--- src/rtl/ckt_fault_core.sv ---
// Registered six-input stuck-at benchmark netlist; optional net forcing under `FAULT_INJECT_EN.
// Latency: 2 clocks from a valid vector to y/out_valid. Backpressure: none; one vector per clock.
module ckt_fault_core (
  input  logic       clk,
  input  logic       rst,
  input  logic       in_valid,
  input  logic       a,
  input  logic       b,
  input  logic       c,
  input  logic       d,
  input  logic       e,
  input  logic       f,
`ifdef FAULT_INJECT_EN
  input  logic       fault_en,
  input  logic [3:0] fault_net,
  input  logic       fault_val,
`endif
  output logic       y,
  output logic       out_valid
);

  logic [5:0] in_q, in_d;
  logic       vld1_q, vld1_d;
  logic       y_q, y_d;
  logic       out_valid_q, out_valid_d;

  logic       in_a, in_b, in_c, in_d_bit, in_e, in_f;
  logic       w1, w2, w3, w4, w5, w6, w7, w8, yc;

  // fsel[k] marks net k (w1..w8, 9 = yc) as forced to fval.
  logic [9:1] fsel;
  logic       fval;

`ifdef FAULT_INJECT_EN
  always_comb begin
    fsel = '0;
    for (int i = 1; i <= 9; i++) begin
      if (fault_en && (fault_net == 4'(i))) fsel[i] = 1'b1;
    end
  end
  assign fval = fault_val;
`else
  assign fsel = '0;
  assign fval = 1'b0;
`endif

  assign {in_a, in_b, in_c, in_d_bit, in_e, in_f} = in_q;

  always_comb begin
    w1 = fsel[1] ? fval : (in_a & in_b);
    w2 = fsel[2] ? fval : (in_c | in_d_bit);
    w3 = fsel[3] ? fval : ~in_e;
    w4 = fsel[4] ? fval : ~(w2 & in_f);
    w5 = fsel[5] ? fval : (w1 ^ w3);
    w6 = fsel[6] ? fval : ~(w4 | in_d_bit);
    w7 = fsel[7] ? fval : (w5 | w6);
    w8 = fsel[8] ? fval : (in_b | in_f);
    yc = fsel[9] ? fval : (w7 & w8);
  end

  always_comb begin
    in_d        = in_valid ? {a, b, c, d, e, f} : in_q;
    vld1_d      = in_valid;
    y_d         = yc;
    out_valid_d = vld1_q;
  end

  always_ff @(posedge clk) begin
    if (rst) begin
      in_q        <= '0;
      vld1_q      <= 1'b0;
      y_q         <= 1'b0;
      out_valid_q <= 1'b0;
    end else begin
      in_q        <= in_d;
      vld1_q      <= vld1_d;
      y_q         <= y_d;
      out_valid_q <= out_valid_d;
    end
  end

  assign y         = y_q;
  assign out_valid = out_valid_q;

endmodule

--- config.mk ---
export PLATFORM = sky130hd
export DESIGN_NAME = ckt_fault_core
export DESIGN_NICKNAME = d
export VERILOG_FILES = /design/src/rtl/ckt_fault_core.sv
export SDC_FILE = /design/constraint.sdc
export NUM_CORES = 1
export LEC_CHECK = 0
export ABC_AREA = 1
export BUFFER_PORTS_ARGS = -buffer_cell sky130_fd_sc_hd__buf_2
export CORE_AREA = 2 2 39 41
export CTS_CLUSTER_SIZE = 28
export DETAILED_ROUTE_END_ITERATION = 12
export DIE_AREA = 0 0 41 43
export PLACE_DENSITY = 0.56
export SYNTH_ARGS = -nofsm -noshare
export SYNTH_HDL_FRONTEND = slang
export SYNTH_SLANG_ARGS = --single-unit
--- constraint.sdc ---
create_clock -name clk -period 0.9 [get_ports clk]
set_clock_uncertainty 0.2 [all_clocks]
set_input_delay 0.18 -clock clk [delete_from_list [all_inputs] [get_ports clk]]
set_output_delay 0.18 -clock clk [all_outputs]
set_load 0.02 [all_outputs]
After elaboration in Yosys (flattened, before gate mapping)

Index checks and enable logic that the tools add are counted.

Output and inout port bits: 2
Input port bits: 9
Register bits: 9

Bitwise operators: 11

Operators with widths:

| kind              | number |
|---|---|
| OR 1 bit          | 4 |
| bitwise AND 1 bit | 3 |
| inverter 1 bit    | 3 |
| XOR 1 bit         | 1 |

Depth between registers and ports, before layout

Depth after elaboration: 7
Depth in mapped cells: 5
Depth with buffers taken out: 5

Worst setup path before layout

OpenSTA, ideal clock, no wires.

Path kind: reg-to-reg
Start point: register in_q[4]
End point: register y_q (netlist: y)
Slack: 0.013 ns
Period minus slack after synthesis: 0.887 ns
Stages on the path, launching flop included: 6
Arrival time: 0.578 ns
Buffers on the path: 0
Cell sequence: dfxtp_1 -> nand2_1 -> nand2_1 -> nand3_1 -> nand2_1 -> inv_1

Cells in the longest elaborated chain, start to end: 4

RTL lines:

| element                  | line | RTL |
|---|---|---|
| start: declaration       | 22   | `logic [5:0] in_q, in_d;` |
| start signal: assignment | 75   | `in_q <= in_d;` |
| bitwise AND 1 bit        | 50   | `w1 = fsel[1] ? fval : (in_a & in_b);` |
| XOR 1 bit                | 54   | `w5 = fsel[5] ? fval : (w1 ^ w3);` |
| OR 1 bit                 | 56   | `w7 = fsel[7] ? fval : (w5 \| w6);` |
| bitwise AND 1 bit (*)    | 58   | `yc = fsel[9] ? fval : (w7 & w8);` |
| end signal: assignment   | 77   | `y_q <= y_d;` |
| end: declaration         | 24   | `logic y_q, y_d;` |

Every way passes the cells marked *; elsewhere a longest branch is shown, timed or not.
A chain may end at the register's enable or synchronous reset.

Worst setup path after layout

Start point: register out_valid_q (netlist: out_valid)
End point: output port out_valid

RTL lines:

| element                  | line | RTL |
|---|---|---|
| start: declaration       | 25   | `logic out_valid_q, out_valid_d;` |
| start signal: assignment | 78   | `out_valid_q <= out_valid_d;` |
| end: declaration         | 19   | `output logic out_valid` |

No word-level cell between the ends.

==> results.yml <==
timing:
  hold_viol: 8
  fin_crit_sh: 1.19
  max_freq_mhz: 936
  tightest_slew_ns: 0.163
  slew_headroom: 0.891
  setup_viol_count_final: 3
  rsz0062_at_grt: "true"
  holdWs_ns: -0.0591
  layout_setup_ws_ns: -0.169
  drv_slew: 0
  period_needed_ns: 1.07
grt:
  grt_pass1_vias: 283
  grt_overflow: 0
  gr-max-usage-layer: "met2"
  grt.met1_usage: 0.0903
  grt_pass1_wl_mm: 1.06
  gr-usage-all-layers: 0.0894
  grt_max_degree: 10
  grt_use_met2: 0.144
  use_met3: 0.0471
  antenna_found_initial: 0
critical_path:
  slowest_stage: "dfxtp_2"
  startpoint_type: "flop"
  critPathTopFamily: "flip-flops"
  reg2reg_to: "y"
  slowest_delay_ns: 0.31
  cp.required_ns: 0.52
  crit_start: "out_valid"
  cp_data_arrival_time_ns: 0.69
  r2r-start: "in_q[5]"
  crit_type: "flop to output pin"
  reg2reg_slack_ns: 0
  cp-end-kind: "output pin"
  crit_path_cell_trace: "buf_6"
  worst-path-stages: 1
  endpoint: "out_valid"
  crit_buf_inv: 1
  r2r_cells: 5
  crit_fanout: 1
finish:
  mostFrequentLayoutCells: "nand2_1, buf_2, a21oi_1, dfxtp_2, nor2_1"
  drive_gt1_frac: 0.393
  diodes: 0
  regArea_um2: 188
  fill_cells: 159
  nets: 66
  finalNonFillerCells: 72
  final_common_cell: "nand2_1"
  multi_input_area_um2: 116
  areaGrowthSynthToFinish_pct: 35.2
detailed_routing:
  ant_nets: 0
  wl_per_cell_um: 8.92
  drc_errors: 0
  vias: 293
  drt_iter0_markers: 4
  routed_via_density: 4.07
  drt-total-wl_um: 642
  first_pass_iters: 4
synth:
  ys_warn_count: 0
  syn_avg_cell_area_um2: 7.45
  synth_area_um2: 320
  ys_seq_elements: 9
  seq_area_frac_synth: 0.563
  synth.net_count: 52
  ys_types: 8
  synthCells: 43
die:
  die_x_um: 41
  floorplan.die.height_um: 43
  die-area_um2: 1760
  pin_count: 11
  core_um2: 1380
  num_rows: 14
  initial_core_util: 0.231
cts:
  cts_setup_buffers: 0
  worstSkewPairLatency_ns: 0.27
  clkTransAtPathRegs_ns: 0.07
  numCtsBuffers: 3
  root_buffer: "clkbuf_4"
  cts_buffer_depth: 2
  cts_tree: "yes"
  htree_levels: 1
  clock_sinks: 9
placed_design:
  dp_cells: 68
  dp_hpwl_um: 458
  io_buffers: 10
  globalplace.congestion: 0.658
power_and_ir_drop:
  powerDensity_nw_per_um2: 1910
  p_leak_nw: 0.201
  irDropWorstVdd_uv: 585
  fin_total_pwr_mw: 0.829
outcome:
  status: "finished, violations left"
  violations: "negative hold slack, negative setup slack"
hold_path:
  hp-class: "primary input to flop"
flow_run:
  maxCapViolations: 0
what timing repair did:
item | 4_1_cts | 5_1_grt
resized for setup | 9 | 2
setup endpoints to repair | 3 | 3
pin swaps | 3 | 2
endpoints found under the hold margin | 8 | 6
final cells by class:
cell class / instances / area share
clock buffer: 3 / 0.0520
clock inverter: 1 / 0.0116
inverter: 5 / 0.0434
multi-input combinational: 28 / 0.269
sequential: 9 / 0.434
tap: 16 / 0.0462
timing repair buffer: 10 / 0.145
kinds of logic after synthesis:
| family | after synthesis | synth area share |
|---|---|---|
| AND/OR/NAND/NOR | 22 | 0.269 |
| AO/OA/AOI/OAI | 6 | 0.0938 |
| buffers and inverters | 6 | 0.0742 |
| flip-flops | 9 | 0.562 |
per-layer routing:
metal	vias up	part of all wire
li1	157	-
met1	126	0.45
met2	8	0.47
met3	2	0.065
met4	0	0.012
met5	-	0
power by group:
part / internal (mW) / switching (mW)
registers: 0.423 / 0.0130
clock network: 0.164 / 0.153
logic: 0.0362 / 0.0405
total: 0.623 / 0.206
registers in the layout, indices dropped and copies added, names as in the netlist:
signal,cells
in_q,6
out_valid,1
out_valid_d,1
y,1
how the worst min path moves through the flow:
stage,from,cells after the start,to
detailed placement,out_valid_d,2,out_valid
global placement,out_valid_d,2,out_valid
floorplan,in_valid,2,out_valid_d
CTS,a,3,in_q[5]
global route,a,3,in_q[5]
finish,a,3,in_q[5]
synthesized netlist by cell type, drive strengths merged:
library cell  count  share of area
dfxtp             9           0.56
nand3             3          0.047
nor2              4          0.047
buf               1          0.016
a21oi             6          0.094
inv               5          0.059
nand2            15           0.18
stage by stage:
stage	setup TNS (ns)	utilization	worst slack (ns)	cell area, um2
2_1_floorplan	0	-	0.0129	320
3_3_place_gp	-0.0328	0.278	-0.0328	385
3_5_place_dp	-0.0830	0.278	-0.0360	385
4_1_cts	-0.361	0.312	-0.177	432
5_1_grt	-0.467	0.313	-0.199	433
6_report	-0.340	0.313	-0.169	433
Note: power is estimated with default switching activity, not from simulation.
